===== src/rtl/usb_pkg.sv =====
// Shared USB/HID definitions for the report sniffer: PID codes, HID usage
// constants, transaction tracker states and the key event record.
`timescale 1ns/1ps
package usb_pkg;

   localparam logic [7:0] PID_OUT   = 8'hE1;
   localparam logic [7:0] PID_IN    = 8'h69;
   localparam logic [7:0] PID_SETUP = 8'h2D;
   localparam logic [7:0] PID_DATA0 = 8'hC3;
   localparam logic [7:0] PID_DATA1 = 8'h4B;
   localparam logic [7:0] PID_ACK   = 8'hD2;
   localparam logic [7:0] PID_NAK   = 8'h5A;
   localparam logic [7:0] PID_STALL = 8'h1E;

   localparam logic [7:0] HID_MOD_BASE     = 8'hE0;
   localparam logic [7:0] HID_ERR_ROLLOVER = 8'h01;

   typedef enum logic [2:0] {
      ST_IDLE,
      ST_IN_TOK,
      ST_OUT_TOK,
      ST_WAIT_ACK_IN,
      ST_WAIT_ACK_OUT
   } txn_state_t;

   typedef struct packed {
      logic [7:0] code;
      logic       press;
   } hid_event_t;

endpackage


===== src/rtl/hid_event_fifo.sv =====
// Event FIFO with valid/ready on both sides. Pointers carry one extra wrap
// bit so full and empty are distinguishable; a push is accepted while full
// when a pop happens in the same cycle. Output data reads as zero when empty.
`timescale 1ns/1ps
module hid_event_fifo #(
   parameter int DEPTH = 16,
   parameter int WIDTH = 9
) (
   input  logic             clk,
   input  logic             rst,
   input  logic             in_valid,
   output logic             in_ready,
   input  logic [WIDTH-1:0] in_data,
   output logic             out_valid,
   input  logic             out_ready,
   output logic [WIDTH-1:0] out_data
);

   localparam int AW = $clog2(DEPTH);

   logic [AW:0]      wr_ptr_q;
   logic [AW:0]      rd_ptr_q;
   logic [WIDTH-1:0] mem_q [DEPTH];
   logic             full;
   logic             empty;
   logic             push;
   logic             pop;

   assign empty     = (wr_ptr_q == rd_ptr_q);
   assign full      = (wr_ptr_q[AW] != rd_ptr_q[AW]) &&
                      (wr_ptr_q[AW-1:0] == rd_ptr_q[AW-1:0]);
   assign pop       = !empty && out_ready;
   assign in_ready  = !full || pop;
   assign push      = in_valid && in_ready;
   assign out_valid = !empty;
   assign out_data  = empty ? '0 : mem_q[rd_ptr_q[AW-1:0]];

   // Pointer bookkeeping for accepted pushes and pops.
   always_ff @(posedge clk) begin
      if (rst) begin
         wr_ptr_q <= '0;
         rd_ptr_q <= '0;
      end else begin
         if (push) wr_ptr_q <= wr_ptr_q + (AW+1)'(1);
         if (pop)  rd_ptr_q <= rd_ptr_q + (AW+1)'(1);
      end
   end

   // Storage write; contents need no reset because empty masks the output.
   always_ff @(posedge clk) begin
      if (push) mem_q[wr_ptr_q[AW-1:0]] <= in_data;
   end

endmodule


===== src/rtl/hid_report_sniffer.sv =====
// Passive HID boot-keyboard sniffer. Tracks IN/OUT transactions on the
// keyboard and LED endpoints, commits a report only once its ACK is seen,
// and diffs successive keyboard reports into press/release events.
`timescale 1ns/1ps
module hid_report_sniffer
   import usb_pkg::*;
#(
   parameter int         NKEYS       = 6,
   parameter int         KBD_EP      = 1,
   parameter int         LED_EP      = 0,
   parameter int         MATCH_ADDR  = 0,
   parameter int         EV_DEPTH    = 16,
   parameter int         TIMEOUT_CYC = 1024,
   parameter logic [2:0] PKT_DONE    = 3'd4
) (
   input  logic               clk,
   input  logic               rst,
   input  logic [63:0]        data,
   input  logic [3:0]         data_len,
   input  logic [2:0]         usb_state,
   input  logic [7:0]         pid,
   input  logic               host_dir,
   output logic [7:0]         modifier,
   output logic [8*NKEYS-1:0] keycodes,
   output logic [4:0]         leds,
   output logic               ev_valid,
   input  logic               ev_ready,
   output logic [7:0]         ev_code,
   output logic               ev_press,
   output logic               rollover_err,
   output logic               busy
);

   localparam int              TW       = $clog2(TIMEOUT_CYC + 1);
   localparam logic [TW-1:0]   TMO_LAST = TW'(TIMEOUT_CYC - 1);
   localparam int              SCAN_LEN = 8 + 2*NKEYS;
   localparam int              IW       = $clog2(SCAN_LEN);
   localparam logic [IW-1:0]   IDX_LAST = IW'(SCAN_LEN - 1);
   localparam logic [3:0]      KBD_LEN  = 4'(2 + NKEYS);

   txn_state_t         state_q, state_d, tok_next;
   logic [2:0]         usb_state_p1;
   logic [TW-1:0]      tmo_q;
   logic               pkt_evt, addr_ok, is_data, enter;
   logic               latch_kbd, latch_led, commit_kbd, commit_led;
   logic               pend_roll, kbd_commit, roll_hit;
   logic [7:0]         pend_mod_q;
   logic [8*NKEYS-1:0] pend_keys_q;
   logic [4:0]         pend_led_q;
   logic [7:0]         old_mod_q, new_mod_q, shadow_mod_q, sh_mod;
   logic [8*NKEYS-1:0] old_keys_q, new_keys_q, shadow_keys_q, sh_keys;
   logic               shadow_vld_q, sh_vld;
   logic [IW-1:0]      idx_q;
   logic               scan_hit, scan_adv, scan_last, start, restart;
   logic               fifo_in_ready;
   hid_event_t         scan_ev, fifo_out;
   logic               unused_data;

   // Reserved report byte and bytes past the last keycode slot are ignored.
   assign unused_data = ^data;

   assign pkt_evt = (usb_state == PKT_DONE) && (usb_state_p1 != PKT_DONE);
   assign addr_ok = (MATCH_ADDR == 0) || (data[6:0] == 7'(MATCH_ADDR));
   assign is_data = (pid == PID_DATA0) || (pid == PID_DATA1);

   function automatic logic key_in(input logic [8*NKEYS-1:0] keys, input logic [7:0] k);
      key_in = 1'b0;
      for (int i = 0; i < NKEYS; i++) if (keys[8*i +: 8] == k) key_in = 1'b1;
   endfunction

   function automatic logic dup_before(input logic [8*NKEYS-1:0] keys, input int s);
      dup_before = 1'b0;
      for (int i = 0; i < NKEYS; i++)
         if (i < s && keys[8*i +: 8] == keys[8*s +: 8]) dup_before = 1'b1;
   endfunction

   function automatic logic all_rollover(input logic [8*NKEYS-1:0] keys);
      all_rollover = 1'b1;
      for (int i = 0; i < NKEYS; i++)
         if (keys[8*i +: 8] != HID_ERR_ROLLOVER) all_rollover = 1'b0;
   endfunction

   // Transaction state, packet edge detector and handshake timeout counter.
   always_ff @(posedge clk) begin
      if (rst) begin
         state_q      <= ST_IDLE;
         usb_state_p1 <= '0;
         tmo_q        <= '0;
      end else begin
         state_q      <= state_d;
         usb_state_p1 <= usb_state;
         if (enter)                  tmo_q <= '0;
         else if (state_q != ST_IDLE) tmo_q <= tmo_q + TW'(1);
      end
   end

   // Next transaction state plus latch/commit strobes.
   always_comb begin
      tok_next = ST_IDLE;
      case (pid)
         PID_IN:    if (addr_ok && data[10:7] == 4'(KBD_EP)) tok_next = ST_IN_TOK;
         PID_OUT:   if (addr_ok && data[10:7] == 4'(LED_EP)) tok_next = ST_OUT_TOK;
         PID_SETUP: tok_next = ST_IDLE;
         default:   tok_next = ST_IDLE;
      endcase
      state_d    = state_q;
      latch_kbd  = 1'b0;
      latch_led  = 1'b0;
      commit_kbd = 1'b0;
      commit_led = 1'b0;
      if (pkt_evt) begin
         case (state_q)
            ST_IDLE: state_d = tok_next;
            ST_IN_TOK: begin
               state_d = ST_IDLE;
               if (is_data && !host_dir && data_len >= KBD_LEN) begin
                  latch_kbd = 1'b1;
                  state_d   = ST_WAIT_ACK_IN;
               end
            end
            ST_OUT_TOK: begin
               state_d = ST_IDLE;
               if (is_data && host_dir && data_len == 4'd1) begin
                  latch_led = 1'b1;
                  state_d   = ST_WAIT_ACK_OUT;
               end
            end
            ST_WAIT_ACK_IN, ST_WAIT_ACK_OUT: begin
               if (pid == PID_ACK) begin
                  commit_kbd = (state_q == ST_WAIT_ACK_IN);
                  commit_led = (state_q == ST_WAIT_ACK_OUT);
                  state_d    = ST_IDLE;
               end else if (pid == PID_NAK || pid == PID_STALL) begin
                  state_d = ST_IDLE;
               end else begin
                  state_d = tok_next;
               end
            end
            default: state_d = ST_IDLE;
         endcase
      end else if (state_q != ST_IDLE && tmo_q == TMO_LAST) begin
         state_d = ST_IDLE;
      end
      enter = pkt_evt && (state_d != ST_IDLE);
   end

   // Pending report capture from the DATA stage awaiting its handshake.
   always_ff @(posedge clk) begin
      if (latch_kbd) begin
         pend_mod_q  <= data[7:0];
         pend_keys_q <= data[16 +: 8*NKEYS];
      end
      if (latch_led) pend_led_q <= data[4:0];
   end

   assign pend_roll  = all_rollover(pend_keys_q);
   assign kbd_commit = commit_kbd && !pend_roll;
   assign roll_hit   = commit_kbd && pend_roll;

   // Committed report outputs and the rollover error pulse.
   always_ff @(posedge clk) begin
      if (rst) begin
         modifier     <= '0;
         keycodes     <= '0;
         leds         <= '0;
         rollover_err <= 1'b0;
      end else begin
         rollover_err <= roll_hit;
         if (kbd_commit) begin
            modifier <= pend_mod_q;
            keycodes <= pend_keys_q;
         end
         if (commit_led) leds <= pend_led_q;
      end
   end

   // Evaluate the current scan slot: modifier bits, then releases, then presses.
   always_comb begin
      int         s;
      logic [7:0] k;
      s        = 0;
      k        = '0;
      scan_hit = 1'b0;
      scan_ev  = '0;
      if (idx_q < IW'(8)) begin
         s             = int'(idx_q);
         scan_hit      = old_mod_q[s] != new_mod_q[s];
         scan_ev.code  = HID_MOD_BASE + 8'(idx_q);
         scan_ev.press = new_mod_q[s];
      end else if (idx_q < IW'(8 + NKEYS)) begin
         s             = int'(idx_q) - 8;
         k             = old_keys_q[8*s +: 8];
         scan_hit      = (k != 8'h00) && !key_in(new_keys_q, k) && !dup_before(old_keys_q, s);
         scan_ev.code  = k;
         scan_ev.press = 1'b0;
      end else begin
         s             = int'(idx_q) - 8 - NKEYS;
         k             = new_keys_q[8*s +: 8];
         scan_hit      = (k != 8'h00) && !key_in(old_keys_q, k) && !dup_before(new_keys_q, s);
         scan_ev.code  = k;
         scan_ev.press = 1'b1;
      end
   end

   assign scan_adv  = busy && (!scan_hit || fifo_in_ready);
   assign scan_last = scan_adv && (idx_q == IDX_LAST);
   assign start     = kbd_commit && !busy;
   assign sh_vld    = kbd_commit || shadow_vld_q;
   assign sh_mod    = kbd_commit ? pend_mod_q  : shadow_mod_q;
   assign sh_keys   = kbd_commit ? pend_keys_q : shadow_keys_q;
   assign restart   = scan_last && sh_vld && ({sh_mod, sh_keys} != {new_mod_q, new_keys_q});

   // Diff engine control: scan index, busy flag and the commit-while-busy shadow.
   always_ff @(posedge clk) begin
      if (rst) begin
         busy          <= 1'b0;
         idx_q         <= '0;
         shadow_vld_q  <= 1'b0;
         shadow_mod_q  <= '0;
         shadow_keys_q <= '0;
      end else begin
         if (kbd_commit && busy) begin
            shadow_mod_q  <= pend_mod_q;
            shadow_keys_q <= pend_keys_q;
            shadow_vld_q  <= 1'b1;
         end
         if (start) begin
            busy  <= 1'b1;
            idx_q <= '0;
         end else if (scan_last) begin
            shadow_vld_q <= 1'b0;
            idx_q        <= '0;
            if (!restart) busy <= 1'b0;
         end else if (scan_adv) begin
            idx_q <= idx_q + IW'(1);
         end
      end
   end

   // Diff snapshots: old/new report pair being compared.
   always_ff @(posedge clk) begin
      if (start) begin
         old_mod_q  <= modifier;
         old_keys_q <= keycodes;
         new_mod_q  <= pend_mod_q;
         new_keys_q <= pend_keys_q;
      end else if (restart) begin
         old_mod_q  <= new_mod_q;
         old_keys_q <= new_keys_q;
         new_mod_q  <= sh_mod;
         new_keys_q <= sh_keys;
      end
   end

   hid_event_fifo #(
      .DEPTH (EV_DEPTH),
      .WIDTH ($bits(hid_event_t))
   ) u_fifo (
      .clk       (clk),
      .rst       (rst),
      .in_valid  (busy && scan_hit),
      .in_ready  (fifo_in_ready),
      .in_data   (scan_ev),
      .out_valid (ev_valid),
      .out_ready (ev_ready),
      .out_data  (fifo_out)
   );

   assign ev_code  = fifo_out.code;
   assign ev_press = fifo_out.press;

endmodule


===== config.mk =====
export PLATFORM = sky130hd
export DESIGN_NAME = hid_report_sniffer
export DESIGN_NICKNAME = d
export VERILOG_FILES = /design/src/rtl/usb_pkg.sv /design/src/rtl/hid_event_fifo.sv /design/src/rtl/hid_report_sniffer.sv
export SDC_FILE = /design/constraint.sdc
export NUM_CORES = 1
export LEC_CHECK = 0
export CAP_MARGIN = 10
export CORE_MARGIN = 3
export CORE_UTILIZATION = 50
export CTS_CLUSTER_DIAMETER = 200
export DETAILED_ROUTE_END_ITERATION = 16
export GPL_TIMING_DRIVEN = 0
export PLACE_DENSITY = 0.72
export RECOVER_POWER = 100
export SYNTH_ARGS = -nofsm -noshare
export SYNTH_HDL_FRONTEND = slang
export SYNTH_SLANG_ARGS = --single-unit

===== constraint.sdc =====
create_clock -name clk -period 9.8 [get_ports clk]
set_input_delay 1.47 -clock clk [delete_from_list [all_inputs] [get_ports clk]]
set_output_delay 1.47 -clock clk [all_outputs]
set_load 0.05 [all_outputs]

==> impl_metrics.ini, run 1 <==
[synth]
ys.flop_type = edfxtp_1
synth_edf_count = 317
ys_warn_count = 1
syn_area_mm2 = 0.0230
ys_ff_latch = 473
synth_top_area_cell = edfxtp_1
syn_area_per_cell_um2 = 11.5
netlist_instances = 1993
syn_nets = 2092
ys_seq_area_share_pct = 55.0
synth-async-reset-ratio_pct = 0
ys_top_cells_by_area = edfxtp_1 41%, dfxtp_1 14%, xor2_1 6.1%, nand2_1 5.0%, mux4_2 4.8%
synth.top_cell.area_share_pct = 41.4
ys_types = 74

[critical_path]
rrSetupSlack_ps = 1590
path_common_cell = clkbuf_1
critPathCaptureType = flip-flop
critPathLaunchType = flip-flop
crit_arrival_ps = 8510
path_max_fanout = 59
crit_slowest_cell = clkbuf_1
critPathMaxStageDelay_ps = 840
crit_family = buffers and inverters
worstSetupPathType = flip-flop to flip-flop
critPathRequiredTime_ps = 10100
worst-path-buf-inv = 8
path_cells = clkbuf_1 -> clkbuf_1 -> clkbuf_1 -> inv_1 -> ha_1 -> buf_2 -> clkbuf_1 -> mux2i_1 -> o22ai_1 -> o22ai_2 -> clkbuf_1 -> xor2_1 -> nand4_1 -> nor2_1 -> nor4_1 -> nand4_1 -> a21oi_1 -> nor2_1 -> a21o_4 -> buf_16

[floorplanning]
die_area_mm2 = 0.0486
initial_utilization_pct = 51.3
die_w_um = 220
boundaryPins = 156
die_h_um = 220
core_mm2 = 0.0448
num_rows = 77

[cts]
cts_buffers = 46
clkTransAtPathRegs_ps = 70
cts_resized = 0
htreeDepth = 2
cts_setup_buffers = 0
ctsHoldBuffers = 0
clk_latency_ps = 610
cts_max_path_buffers = 3
cts_tree = yes
numClockSinks = 473
cts_root_buffer = clkbuf_16

[power_and_ir_drop]
powerDensity_mw_per_mm2 = 147
intPower_w = 0.00314
peakVddDrop_uv = 157
power_frac_clock_pct = 45.1
p_leak_nw = 9.01
seqPwrFrac_pct = 53.6
switching_share_pct = 20.2
p_comb_share_pct = 1.2
switchingPower_w = 0.000793

[global_routing]
grt_usage_pct = 28.7
grt_overflow = 0
antenna_found_initial = 0
grt_pass1_vias = 16500
grt_max_degree = 60
grt_pass1_wl_mm = 103

[placed_design]
gp_congestion = 0.960
placed_area_mm2 = 0.0253
dp_hpwl_mm = 51.3
portBuffers = 149
numPlacedInstances = 2744

[outcome]
status = finished, violations left
violations = capacitance limit, slew limit

[routing]
drt-total-wl_mm = 69.6
num_vias = 16800
drt_pre_antenna_iters = 5
drt-initial-drc-count = 1819
wl_per_cell_um = 24.6
drc = 0
via_per_inst = 5.93
ant_nets = 0

[timing]
period_share_pct = 83.8
relSlewSlack_pct = -27.5
drv_slew = 59
finalHoldViolations = 0
setup_viol_count_final = 0
period_minus_slack_ps = 8210
worst_pin_slew_ps = 1910
tns_ps = 0
max_freq_mhz = 122
clock_skew_ps = 36.2
rsz0062_at_grt = false

[layout]
drive_gt1_share_pct = 8.75
final_common_cell = edfxtp_1
num_antenna_cells = 0
final_cell_mix = 317 x edfxtp_1, 306 x nand2_1, 161 x xor2_1, 156 x dfxtp_1, 129 x dlygate4sd3_1
final_area_mm2 = 0.0267
final_cells = 2831
final_nets = 2300
syn_to_final_growth_pct = 16.4

[min_path]
hp-class = flip-flop to flip-flop

[flow_run]
maxCapViolCount = 2
[cell type report]
type | instances | area (um2)
fill | 3635 | 18100
sequential | 473 | 12600
multi-input combinational | 1319 | 9460
timing repair buffer | 160 | 1560
clock buffer | 58 | 1230
tap | 592 | 741
buffer | 130 | 562
clock inverter | 28 | 284
inverter | 71 | 267
[final timing paths]
path	from	to	cells after the start
hold reg to reg	shadow_keys_q[8]	shadow_keys_q[8]	2
setup / recovery	idx_q[1]	old_keys_q[2]	20
setup reg to reg	idx_q[1]	old_keys_q[2]	20
hold / removal	shadow_keys_q[8]	shadow_keys_q[8]	2
[metal layers]
layer	vias to the layer above	GRT usage (%)	wire length (um)
met1	8252	39.1	28400
met5	-	0	0
li1	7523	-	-
met4	0	12.6	3440
met3	193	4.86	5550
met2	825	45.4	32200
[sequential cells by signal, summed over array words and instances (netlist names), 11 cells and up, named ones only]
| signal | flops |
|---|---|
| tmo_q | 11 |
| pend_keys_q | 48 |
| new_keys_q | 48 |
| u_fifo.mem_q | 144 |
| keycodes | 48 |
| shadow_keys_q | 48 |
| old_keys_q | 48 |
[worst reg2reg max path, delay by kind of cell, from the launching register on]
kind	cells	cell delay [ps]
buffers and inverters	8	3820
AO/OA/AOI/OAI	4	1570
AND/OR/NAND/NOR	5	1270
flip-flops	1	410
adder cells (fa/ha/maj)	1	370
multiplexers	1	250
XOR/XNOR	1	150
[logic make-up (layout without fill, tap and decap cells)]
kind of cell               count (synthesis)  after routing  synth area share, %
and+or+nand+nor                          585            585                 11.7
DFF                                      473            473                 55.0
xor gates and xnor gates                 274            274                 10.4
AOI/OAI and AO/OA                        266            266                 7.47
buffers and inverters                    201            447                 3.73
muxes                                    178            178                 10.8
adders and majority gates                 16             16                0.871
[cell usage after synthesis (all sizes together), types with 49 or more instances]
cell and n:
nand4 50, inv 71, mux4 49, mux2i 62
edfxtp 317, a21oi 125, nand2 306, nor2 92
xor2 161, xnor2 113, dfxtp 156, buf 49
mux2 67, clkbuf 81
[metrics by stage]
stage | hold slack, ps | util, % | power, W | worst slack, ps
2_1_floorplan | 436 | - | 0.00216 | 3230
3_3_place_gp | 441 | 56.3 | 0.00220 | 619
3_5_place_dp | 447 | 56.5 | 0.00220 | 2850
4_1_cts | 455 | 59.9 | 0.00395 | 3020
5_1_grt | 472 | 59.7 | 0.00404 | 1300
6_report | 456 | 59.7 | 0.00393 | 1590
[power by group through the flow]
stage	clock network [W]	logic [W]	registers, W
floorplan	0	0.0000127	0.00215
global placement	0	0.0000517	0.00215
detailed placement	0	0.0000528	0.00215
CTS	0.00179	0.0000530	0.00211
global route	0.00188	0.0000514	0.00211
finish	0.00177	0.0000482	0.00211
Note: power is estimated with default switching activity, not from simulation.
==> run 2: changes to the inputs <==
==> constraint.sdc (replaced) <==
create_clock -name clk -period 7.65 [get_ports clk]
set_input_delay 1.1475 -clock clk [delete_from_list [all_inputs] [get_ports clk]]
set_output_delay 1.1475 -clock clk [all_outputs]
set_load 0.05 [all_outputs]
==> run 2 against run 1 <==
Against the previous run:
- the run still ends with capacitance limit, slew limit left
- register-to-register slack lost 1100 ps
- setup slack lost 1100 ps
- clock skew grew 1.3 ps
- sequential share of layout area shrank 0.066 points
- critical path type unchanged
==> impl_metrics.ini, run 2 (synthesized netlist as in run 1, its figures left out) <==
[layout]
final_cell_mix = 317 x edfxtp_1, 306 x nand2_1, 161 x xor2_1, 156 x dfxtp_1, 129 x dlygate4sd3_1
num_antenna_cells = 0
largest_reg_flops = 144
final_common_cell = edfxtp_1
syn_to_final_growth_pct = 16.5
fill_cells = 3629
drive_gt1_share_pct = 9.20
final_nets = 2300
final_util_pct = 59.8

[critical_path]
path_max_fanout = 59
cp-startpoint = idx_q[1]
path_common_cell = buf_2
critPathLaunchType = flip-flop
crit_arrival_ps = 7430
regToRegEndpoint = old_keys_q[3]
critPathRequiredTime_ps = 7960
path_cells = buf_2 -> buf_2 -> buf_2 -> inv_1 -> ha_1 -> buf_2 -> clkbuf_1 -> mux2i_1 -> o22ai_1 -> o22ai_1 -> buf_4 -> xor2_1 -> nand4_1 -> nor2_1 -> nor4_1 -> nand4_1 -> a21oi_1 -> nor2_1 -> a21o_4 -> buf_16
r2r-start = idx_q[1]
rrSetupSlack_ps = 530
critPathMaxStageDelay_ps = 670
worstSetupPathType = flip-flop to flip-flop
r2r_cells = 20
critPathCaptureType = flip-flop
crit_slowest_cell = a21oi_1

[power_and_ir_drop]
seqPwrFrac_pct = 53.6
intPower_w = 0.00402
switchingPower_w = 0.00102
peakVddDrop_uv = 201
p_comb_share_pct = 1.2
powerDensity_mw_per_mm2 = 188
total_power_w = 0.00504
switching_share_pct = 20.2
power_frac_clock_pct = 45.2
p_leak_nw = 9.04

[global_routing]
grt_use_met1_pct = 39.1
busiest_layer = met2
grt_overflow = 0
met2_usage_pct = 45.4
antenna_found_initial = 0
grt_usage_pct = 28.7
global_route.usage.met3_pct = 4.86
grt_max_degree = 60
grt_pass1_vias = 16500
grt_pass1_wl_mm = 103

[routing]
drt-total-wl_mm = 69.6
drt_pre_antenna_iters = 5
drt-initial-drc-count = 1770
wl_per_cell_um = 24.6
via_per_inst = 5.98
drc = 0
num_vias = 16900
ant_nets = 0

[outcome]
status = finished, violations left
violations = capacitance limit, slew limit

[min_path]
hp-class = flip-flop to flip-flop
min_path_cells = 2
min_delay_worst_endpoint = shadow_keys_q[8]
hold_start = shadow_keys_q[8]

[timing]
drv_slew = 59
setup_viol_count_final = 0
relSlewSlack_pct = -28.2
worst_pin_slew_ps = 1920
holdWs_ps = 457
period_minus_slack_ps = 7120
clock_skew_ps = 37.5
period_share_pct = 93.1
rsz0062_at_grt = false
setup_ws_ps = 529
finalHoldViolations = 0
max_freq_mhz = 140

[flow_run]
maxCapViolCount = 2

[cts]
cts_buffers = 46
cts_max_path_buffers = 3
clkTransAtPathRegs_ps = 60
cts_resized = 0
clk_latency_ps = 610
cts_tree = yes
cts_setup_buffers = 0
htreeDepth = 2
numClockSinks = 473
ctsHoldBuffers = 0
cts_root_buffer = clkbuf_16

[floorplanning]
initial_utilization_pct = 51.3
die_h_um = 220
num_rows = 77
boundaryPins = 156
die_area_mm2 = 0.0486
die_w_um = 220
core_mm2 = 0.0448

[placed_design]
gp_congestion = 0.960
dp_hpwl_mm = 51.3
portBuffers = 149
preCtsSetupSlack_ps = 888
run 2: changes by cell type in the layout (fill, tap and decap cells not counted):
cell,before,now
o22ai_1,15,11
buf_2,10,14
buf_4,9,11
clkbuf_1,120,114
o22ai_2,1,5
run 2: worst max-delay path by stage:
stage,to,slack [ps],depth (start not counted)
2_1_floorplan,new_keys_q[0],1290,19
3_3_place_gp,old_keys_q[24],-1360,19
3_5_place_dp,old_keys_q[27],890,20
4_1_cts,old_keys_q[29],870,20
5_1_grt,old_keys_q[15],230,20
6_report,old_keys_q[3],530,20
run 2: power by group through the flow:
stage | registers (W) | clock network (W) | logic (W)
3_5_place_dp | 0.00275 | 0 | 0.0000676
4_1_cts | 0.00270 | 0.00229 | 0.0000679
5_1_grt | 0.00270 | 0.00241 | 0.0000659
6_report | 0.00270 | 0.00227 | 0.0000618
3_3_place_gp | 0.00275 | 0 | 0.0000662
2_1_floorplan | 0.00275 | 0 | 0.0000163
run 2: layer usage:
layer,part of all wire [%],routed length [um]
met2,46,32100
met5,0,0
met3,8.5,5950
met1,40,28200
met4,4.9,3400
run 2: metrics by stage:
step                      cells  area (um2)  TNS, ps
after floorplan            1993       23000        0
after detailed placement   2744       25300        0
final                      2831       26800        0
after global placement     2734       25200  -150550
after global routing       2831       26800        0
after CTS                  2830       26800        0
run 2: cell type report:
cell class	instances	area [um2]	share of cell area [%]
flip-flops and latches	473	12600	47.2
plain buffers	130	574	2.14
repair buffers	160	1560	5.81
inverters	71	267	0.995
multi-input cells	1319	9490	35.4
clock buffers	58	1230	4.58
clock inverters	28	284	1.06
well taps	592	741	2.77
run 2: worst max-delay path, delay by kind of cell (launching register included):
family	cells	cell delay (ps)
AND/OR/NAND/NOR	5	1230
multiplexers	1	250
XOR/XNOR	1	100
AO/OA/AOI/OAI	4	1710
buffers and inverters	8	2680
flip-flops	1	410
adder cells (fa/ha/maj)	1	330
==> run 3: changes to the inputs <==
--- a/config.mk
+++ b/config.mk
@@ -13,6 +13,7 @@
 export GPL_TIMING_DRIVEN = 0
 export PLACE_DENSITY = 0.72
 export RECOVER_POWER = 100
+export REMOVE_ABC_BUFFERS = 1
 export SYNTH_ARGS = -nofsm -noshare
 export SYNTH_HDL_FRONTEND = slang
 export SYNTH_SLANG_ARGS = --single-unit
==> run 3 against run 2 <==
Against the previous run:
- the flow still finishes with violations (capacitance limit, slew limit)
- largest cell class unchanged
- count of clock-buffer cells in the layout up 15
- register-to-register slack better by 240 ps
- clock skew fell by 23 ps
- power is 0.47% lower
- combinational power down 9.7%
- critical path type is now primary input to flip-flop
- fmax increased by 0.79%
- sequential power hardly changed
- worst hold slack got worse by 4.4 ps
==> impl_metrics.ini, run 3 (synthesized netlist as in run 1, its figures left out) <==
[layout]
final_nets = 2179
syn_to_final_growth_pct = 15.1
multi_input_area_mm2 = 0.00952
fill_cells = 3610
final_common_cell = edfxtp_1
num_antenna_cells = 0
final_cells = 2709
final_cell_mix = 317 x edfxtp_1, 306 x nand2_1, 161 x xor2_1, 153 x dfxtp_1, 130 x dlygate4sd3_1
seq_area_mm2 = 0.0126
drive_gt1_share_pct = 9.97
largest_reg_flops = 144

[power_and_ir_drop]
peakVddDrop_uv = 196
total_power_w = 0.00501
powerDensity_mw_per_mm2 = 189
p_leak_nw = 8.93

[floorplanning]
die_area_mm2 = 0.0486
initial_utilization_pct = 51.3
die_w_um = 220
boundaryPins = 156
num_rows = 77
die_h_um = 220
core_mm2 = 0.0448

[timing]
period_minus_slack_ps = 7070
period_share_pct = 92.4
rsz0062_at_grt = false
clock_skew_ps = 14.4
setup_viol_count_final = 0
worst_pin_slew_ps = 4090
max_freq_mhz = 142
finalHoldViolations = 0
relSlewSlack_pct = -173
drv_slew = 337

[global_routing]
grt_pass1_wl_mm = 96.0
grt_max_degree = 91
grt_overflow = 0
grt_usage_pct = 26.1
grt_pass1_vias = 15800
antenna_found_initial = 2

[outcome]
status = finished, violations left
violations = capacitance limit, slew limit

[critical_path]
critPathCaptureType = flip-flop
critPathRequiredTime_ps = 7960
r2r-start = idx_q[2]
worstSetupPathType = primary input to flip-flop
path_max_fanout = 38
r2r_cells = 14
crit_arrival_ps = 7380
regToRegEndpoint = new_keys_q[38]
rrSetupSlack_ps = 770
critPathLaunchType = primary input

[cts]
cts_setup_buffers = 0
numClockSinks = 473
cts_buffers = 48
cts_max_path_buffers = 3
cts_root_buffer = clkbuf_16
clkTransAtPathRegs_ps = 60
clk_latency_ps = 590
ctsHoldBuffers = 0
cts_tree = yes
cts_resized = 0
htreeDepth = 2

[min_path]
min_delay_worst_endpoint = shadow_keys_q[11]
hold_start = shadow_keys_q[11]
hp-class = flip-flop to flip-flop
min_path_cells = 2

[routing]
wl_per_cell_um = 23.2
drt_pre_antenna_iters = 6
ant_nets = 0
drt-total-wl_mm = 62.8
num_vias = 16000
drc = 0
drt-initial-drc-count = 1684
via_per_inst = 5.91

[placed_design]
numPlacedInstances = 2621
portBuffers = 150
dp_hpwl_mm = 44.5
gp_congestion = 0.946

[flow_run]
maxCapViolCount = 8
==> run 3: changes by cell type in the layout (fill, tap and decap cells not counted), sizes merged <==
cell / change
buf: -25
bufinv: -4
clkbuf: -84
clkdlybuf4s50: -1
clkinv: -12
clkinvlp: +1
dlygate4sd3: +1
dlymetal6s4s: +1
inv: +1
==> run 3: cell type report <==
class	count	share of cell area, %
multi-input combinational	1319	36.0
tap	592	2.80
clock inverter	14	0.449
inverter	71	1.01
sequential	473	47.8
timing repair buffer	167	6.68
clock buffer	73	5.28
==> run 3: power by group <==
group / switching, W / total [W] / leakage, nW / internal [W]
clock network: 0.000986 / 0.00226 / 0.737 / 0.00127
logic: 0.0000241 / 0.0000558 / 4.14 / 0.0000317
registers: 0.000000251 / 0.00270 / 4.06 / 0.00270
total: 0.00101 / 0.00501 / 8.93 / 0.00400
==> run 3: how the worst max path moves through the flow <==
stage               cells after the start  slack (ps)             end          from
finish                                  8         580  old_keys_q[35]  usb_state[1]
global placement                       12       -6030  new_keys_q[41]  usb_state[1]
detailed placement                     14         420  new_keys_q[41]      idx_q[1]
floorplan                               6       -1460   new_keys_q[0]  usb_state[1]
CTS                                    14         410  new_keys_q[41]      idx_q[1]
global route                            8         310  old_keys_q[38]  usb_state[1]
==> run 3: metal layers <==
metal	track usage, %	vias to the layer above	part of all wire [%]
li1	-	7264	-
met1	37.6	7957	43
met2	41.2	691	46
met3	4.05	101	7.7
met4	7.94	0	2.6
met5	0	-	0
==> run 3: through the flow <==
step | TNS (ps) | hold slack [ps] | setup slack, ps | util (%) | instance area [um2]
after global routing | 0 | 469 | 313 | 59.1 | 26500
after global placement | -1220590 | 441 | -6030 | 55.0 | 24600
after floorplan | -163260 | 430 | -1460 | - | 22400
final | 0 | 453 | 585 | 59.1 | 26500
after CTS | 0 | 455 | 408 | 59.3 | 26500
after detailed placement | 0 | 447 | 420 | 55.9 | 25000
==> run 3: critical path: stages <==
cell and delay, ps:
dlygate4sd3_1 560, nor2_1 150, nand3_1 180, or3_1 440
or4_4 780, nor2_1 2140, dlymetal6s4s_1 1410, mux2_2 510
